## src/rtl/comp_seq_pkg.sv

```systemverilog
// ---------------------------------------------------------------------------
// comp_seq_pkg
// Shared definitions for the sequential 2-bit-per-cycle magnitude comparator.
//   state_t        : controller state encoding (IDLE/RUN/DONE)
//   WIDTH_DEFAULT  : default operand width in bits
// ---------------------------------------------------------------------------
package comp_seq_pkg;

  localparam int WIDTH_DEFAULT = 8;

  typedef enum logic [1:0] {
    ST_IDLE = 2'd0,
    ST_RUN  = 2'd1,
    ST_DONE = 2'd2
  } state_t;

  // Index register width for a given operand width; kept at least 1 bit so
  // the WIDTH=2 case (a single slice) still has a legal vector.
  function automatic int idx_width(input int width);
    return (width > 2) ? $clog2(width / 2) : 1;
  endfunction

endpackage

```

## src/rtl/comp_2bit.sv

```systemverilog
// ---------------------------------------------------------------------------
// comp_2bit
// Purely combinational 2-bit unsigned magnitude comparator slice.
//   a[1:0], b[1:0] : operand slices
//   l              : a <  b
//   e              : a == b
//   g              : a >  b
// Exactly one of l/e/g is high for any input.
// ---------------------------------------------------------------------------
module comp_2bit (
  input  logic [1:0] a,
  input  logic [1:0] b,
  output logic       l,
  output logic       e,
  output logic       g
);

  assign l = (a <  b);
  assign e = (a == b);
  assign g = (a >  b);

endmodule

```

## src/rtl/comp_seq_ctrl.sv

```systemverilog
// ---------------------------------------------------------------------------
// comp_seq_ctrl
// Sequential unsigned magnitude comparator. Operands captured on an accepted
// start are compared MSB-first, two bits per cycle, through a single shared
// comp_2bit slice. The first unequal slice decides the result immediately;
// if every slice matches the operands are equal.
//   clk    : rising-edge clock
//   rst    : asynchronous active-high reset
//   start  : compare request, only honoured in IDLE
//   a, b   : operands (WIDTH bits, WIDTH even and >= 2)
//   busy   : high while in RUN or DONE
//   done   : one-cycle pulse, results valid
//   l/e/g  : registered A<B / A==B / A>B, held until the next done
// ---------------------------------------------------------------------------
module comp_seq_ctrl
  import comp_seq_pkg::*;
#(
  parameter int WIDTH = WIDTH_DEFAULT
) (
  input  logic             clk,
  input  logic             rst,
  input  logic             start,
  input  logic [WIDTH-1:0] a,
  input  logic [WIDTH-1:0] b,
  output logic             busy,
  output logic             done,
  output logic             l,
  output logic             e,
  output logic             g
);

  localparam int IDXW   = idx_width(WIDTH);
  localparam int NSLICE = WIDTH / 2;

  state_t             r_state;
  logic [IDXW-1:0]    r_idx;
  logic [WIDTH-1:0]   r_a;
  logic [WIDTH-1:0]   r_b;
  logic               r_busy;
  logic               r_done;
  logic               r_l;
  logic               r_e;
  logic               r_g;

  logic [1:0]         w_a_sl;
  logic [1:0]         w_b_sl;
  logic               w_l;
  logic               w_e;
  logic               w_g;

  // Pick the 2-bit slice addressed by idx; out-of-range indices (only
  // possible for non power-of-two slice counts) read as zero.
  function automatic logic [1:0] slice_of(input logic [WIDTH-1:0] v,
                                          input logic [IDXW-1:0]  idx);
    logic [1:0] res;
    res = 2'b00;
    for (int i = 0; i < NSLICE; i++) begin
      res = (idx == IDXW'(i)) ? v[2*i +: 2] : res;
    end
    return res;
  endfunction

  // Slice-select mux feeding the shared comparator from the captured operands.
  always_comb begin
    w_a_sl = slice_of(r_a, r_idx);
    w_b_sl = slice_of(r_b, r_idx);
  end

  comp_2bit u_slice (
    .a (w_a_sl),
    .b (w_b_sl),
    .l (w_l),
    .e (w_e),
    .g (w_g)
  );

  // Controller FSM with operand capture, slice index and registered outputs.
  always_ff @(posedge clk or posedge rst) begin
    if (rst) begin
      r_state <= ST_IDLE;
      r_idx   <= '0;
      r_a     <= '0;
      r_b     <= '0;
      r_busy  <= 1'b0;
      r_done  <= 1'b0;
      r_l     <= 1'b0;
      r_e     <= 1'b0;
      r_g     <= 1'b0;
    end else begin
      case (r_state)
        ST_IDLE: begin
          r_done <= 1'b0;
          if (start) begin
            r_a     <= a;
            r_b     <= b;
            r_idx   <= IDXW'(NSLICE - 1);
            r_busy  <= 1'b1;
            r_state <= ST_RUN;
          end else begin
            r_busy  <= 1'b0;
          end
        end
        ST_RUN: begin
          if (!w_e) begin
            // First unequal slice decides; slice outputs are already one-hot.
            {r_l, r_e, r_g} <= {w_l, w_e, w_g};
            r_done          <= 1'b1;
            r_state         <= ST_DONE;
          end else if (r_idx == IDXW'(0)) begin
            {r_l, r_e, r_g} <= 3'b010;
            r_done          <= 1'b1;
            r_state         <= ST_DONE;
          end else begin
            r_idx <= r_idx - IDXW'(1);
          end
        end
        ST_DONE: begin
          // start is deliberately not looked at here: requests during DONE
          // are dropped rather than queued.
          r_done  <= 1'b0;
          r_busy  <= 1'b0;
          r_state <= ST_IDLE;
        end
        default: begin
          r_done  <= 1'b0;
          r_busy  <= 1'b0;
          r_state <= ST_IDLE;
        end
      endcase
    end
  end

  assign busy = r_busy;
  assign done = r_done;
  assign l    = r_l;
  assign e    = r_e;
  assign g    = r_g;

endmodule

```

## config.mk

```make
export PLATFORM = sky130hd
export DESIGN_NAME = comp_seq_ctrl
export DESIGN_NICKNAME = d
export VERILOG_FILES = /design/src/rtl/comp_seq_pkg.sv /design/src/rtl/comp_2bit.sv /design/src/rtl/comp_seq_ctrl.sv
export SDC_FILE = /design/constraint.sdc
export NUM_CORES = 1
export LEC_CHECK = 0
export ABC_CLOCK_PERIOD_IN_PS = 2300
export BUFFER_PORTS_ARGS = -buffer_cell sky130_fd_sc_hd__buf_4
export CORE_MARGIN = 5
export CORE_UTILIZATION = 48
export DETAILED_ROUTE_END_ITERATION = 16
export GPL_TIMING_DRIVEN = 0
export PLACE_DENSITY = 0.71
export SETUP_SLACK_MARGIN = 0.1
export SLEW_MARGIN = 20
export SYNTH_ARGS = -nofsm -noshare
export SYNTH_HDL_FRONTEND = slang
export SYNTH_SLANG_ARGS = --single-unit
```

## constraint.sdc

```tcl
create_clock -name clk -period 2.3 [get_ports clk]
set_input_delay 0 -clock clk [delete_from_list [all_inputs] [get_ports clk]]
set_output_delay 0 -clock clk [all_outputs]
set_load 0.01 [all_outputs]
```

==> reports/metrics.cfg <==
[synth]
ys.flop_type = dfrtp_1
synth_warnings = 0
synth_seq_cells = 25
synth_edf_count = 0
syn-cell-area_um2 = 1240
ys_async_sr_fraction_pct = 100
netlist_top_cells_count = dfrtp_1 (25), mux2_4 (13), inv_1 (7), nand2_1 (7), nor2_1 (7)
synth_area_leaders = dfrtp_1 (51%), mux2_4 (16%), ha_1 (6.1%), mux2i_1 (2.4%), inv_1 (2.1%)
yosysMostFrequentCell = dfrtp_1
ys_seq_area_share_pct = 50.6
ys_types = 25
synth_top_cell_area_share_pct = 50.6
avgSynthCellArea_um2 = 12.8
syn-num-nets = 122
synth_top_area_cell = dfrtp_1
syn_inst = 97

[hold_path]
holdCritPathClass = in -> async

[timing]
tightest_slew_ns = 0.932
maxSlewHeadroom_pct = 37.8
hold_ws_ns = 0.430
hold_viol = 0
rsz0062_at_grt = true
drv_slew = 0
fin_skew_ns = 0.00852
fin_crit_ns = 2.19
finalCritPeriodShare_pct = 95.3
finalSetupViolCount = 0
fmax_mhz = 456
worst_slack_ns = 0.109

[power_and_ir_drop]
powerDensity_nw_per_um2 = 1190
peakVddDrop_uv = 753
p_leak_nw = 0.835

[setup_path]
path_cells = inv_2 > ha_4 > nor2b_4 > a221oi_2 > o31ai_1 > ha_1 > nand3b_1 > nor2_4 > mux2i_1
slowest_stage = dfrtp_2
critPathMaxFanout = 4
crit_arrival_ns = 2.43
rr_startpoint = r_idx[0]
r2r_end = r_idx[1]
cpPeakStageDelay_ns = 0.44
path_buf_inv = 1
cpLargestDelayFamily = simple AND/OR/NAND/NOR gates
reg2reg_slack_ns = 0.11
crit_path_start_kind = flip-flop
worstSetupPathType = reg -> reg
endpoint_kind = flip-flop
r2r_cells = 9
worstPathRequired_ns = 2.54

[clocking]
clk_latency_ns = 0.32
tritoncts = done
htree_num_levels = 1
cts_buffer_depth = 2
root_buffer = clkbuf_4
clk_pin_slew_ns = 0.14
cts_made_buffers = 3
cts_sinks = 25

[run]
cap_violations = 0

[grt]
antenna_found_initial = 0
grt_pass1_wl_um = 4470
grt_usage_pct = 16.2
grt_max_degree = 26
grt_pass1_vias = 984
overflow = 0

[finish]
nFillCells = 163
finalNetCount = 173
fin_area_um2 = 1780
fin_cells = 177
syn_to_final_growth_pct = 43.8
n_antenna_cell = 0
multi_input_area_um2 = 632
drive_gt1_share_pct = 46.3
seqCellArea_um2 = 627

[die]
core_um2 = 2480
die_h_um = 60.8
die_x_um = 60.8
rows = 18
initial_utilization_pct = 49.9
die_area_um2 = 3690
io_pins = 24

[placement]
dp_hpwl_um = 1750
io_buffers = 23
preCtsSetupSlack_ns = -0.0738
placed_cell_area_um2 = 1450
dpl.cell_count = 150
gp_congestion = 0.800

[route]
vias_per_cell = 5.28
drt-total-wl_um = 2880
drc_errors = 0
vias = 935
antenna_left = 0
drt-initial-drc-count = 31
wl_per_cell_um = 16.2
drtPass1Iterations = 4

[outcome]
run_status = complete, no violations

-- stage by stage --
step | TNS (ns) | total power [mW] | utilization (%)
after CTS | 0 | 2.01 | 69.5
final | 0 | 2.12 | 71.8
after detailed placement | -0.209 | 1.66 | 58.4
after global routing | 0 | 2.24 | 71.8
after global placement | 0 | 1.62 | 58.4
after floorplan | 0 | 1.43 | -
-- how the worst max path moves through the flow --
stage	start	to	slack (ns)	cells past startpoint
global route	r_idx[0]	r_idx[1]	0.002	9
floorplan	r_idx[0]	r_state[0]	0.20	9
finish	r_idx[0]	r_idx[1]	0.11	9
CTS	r_idx[0]	r_idx[1]	0.1	9
global placement	r_idx[0]	r_state[0]	0.03	9
detailed placement	r_idx[0]	r_idx[1]	-0.07	9
-- kinds of logic after synthesis --
group / synth area share [%]
AOI/OAI and AO/OA: 9.71
adders and majority gates: 6.07
buffers and inverters: 4.95
DFF: 50.6
muxes: 19.1
and+or+nand+nor: 9.61
-- layer usage --
metal / share of wire (%) / vias up / track usage (%)
li1: - / 439 / -
met1: 42 / 472 / 21.6
met2: 54 / 20 / 27.3
met3: 3.2 / 4 / 2.77
met4: 0.52 / 0 / 4.33
met5: 0 / - / 0
-- repair_timing --
item | in CTS | in global routing
hold buffers | 18 | 0
pin swaps | 4 | 11
endpoints found under the hold margin | 42 | 0
gates resized for setup | 7 | 14
setup endpoints to repair | 5 | 7
setup buffers | 5 | 1
-- state kept, by name, summed over array words and instances (netlist names) --
name / flops
r_state: 2
r_b: 8
l: 1
r_a: 8
g: 1
done: 1
busy: 1
r_idx: 2
e: 1
-- layout by cell type, fill, tap and decap left out, types with 2 or more instances in the layout --
| cell type | instances |
|---|---|
| buf_4 | 29 |
| dfrtp_1 | 24 |
| dlygate4sd3_1 | 18 |
| mux2_4 | 13 |
| nor2_1 | 6 |
| nand2_1 | 6 |
| inv_1 | 5 |
| a21oi_1 | 4 |
| mux2i_1 | 3 |
| clkbuf_4 | 3 |
| o21ai_0 | 2 |
| a221oi_2 | 2 |
| nor2b_1 | 2 |
| inv_2 | 2 |
| a221o_1 | 2 |
| a22oi_2 | 2 |
| ha_1 | 2 |
| ha_4 | 2 |
| ha_2 | 2 |
-- worst register-to-register path, stage by stage (launching register included) --
cell and delay, ns:
dfrtp_2 0.44, inv_2 0.07, ha_4 0.16, nor2b_4 0.14, a221oi_2 0.27, o31ai_1 0.11
ha_1 0.31, nand3b_1 0.19, nor2_4 0.19, mux2i_1 0.23
-- cell type report --
type,count,area share [%]
buffer,2,1.76
sequential,25,35.2
tap,30,2.11
inverter,7,1.48
clock buffer,3,1.27
multi-input combinational,62,35.5
timing repair buffer,47,22.4
clock inverter,1,0.281
-- where the power goes --
group / leakage [nW] / switching (mW) / internal (mW) / total (mW)
combinational: 0.520 / 0.492 / 0.635 / 1.13
clock: 0.0177 / 0.134 / 0.0651 / 0.199
sequential: 0.297 / 0.152 / 0.641 / 0.793
Note: power is estimated with default switching activity, not from simulation.
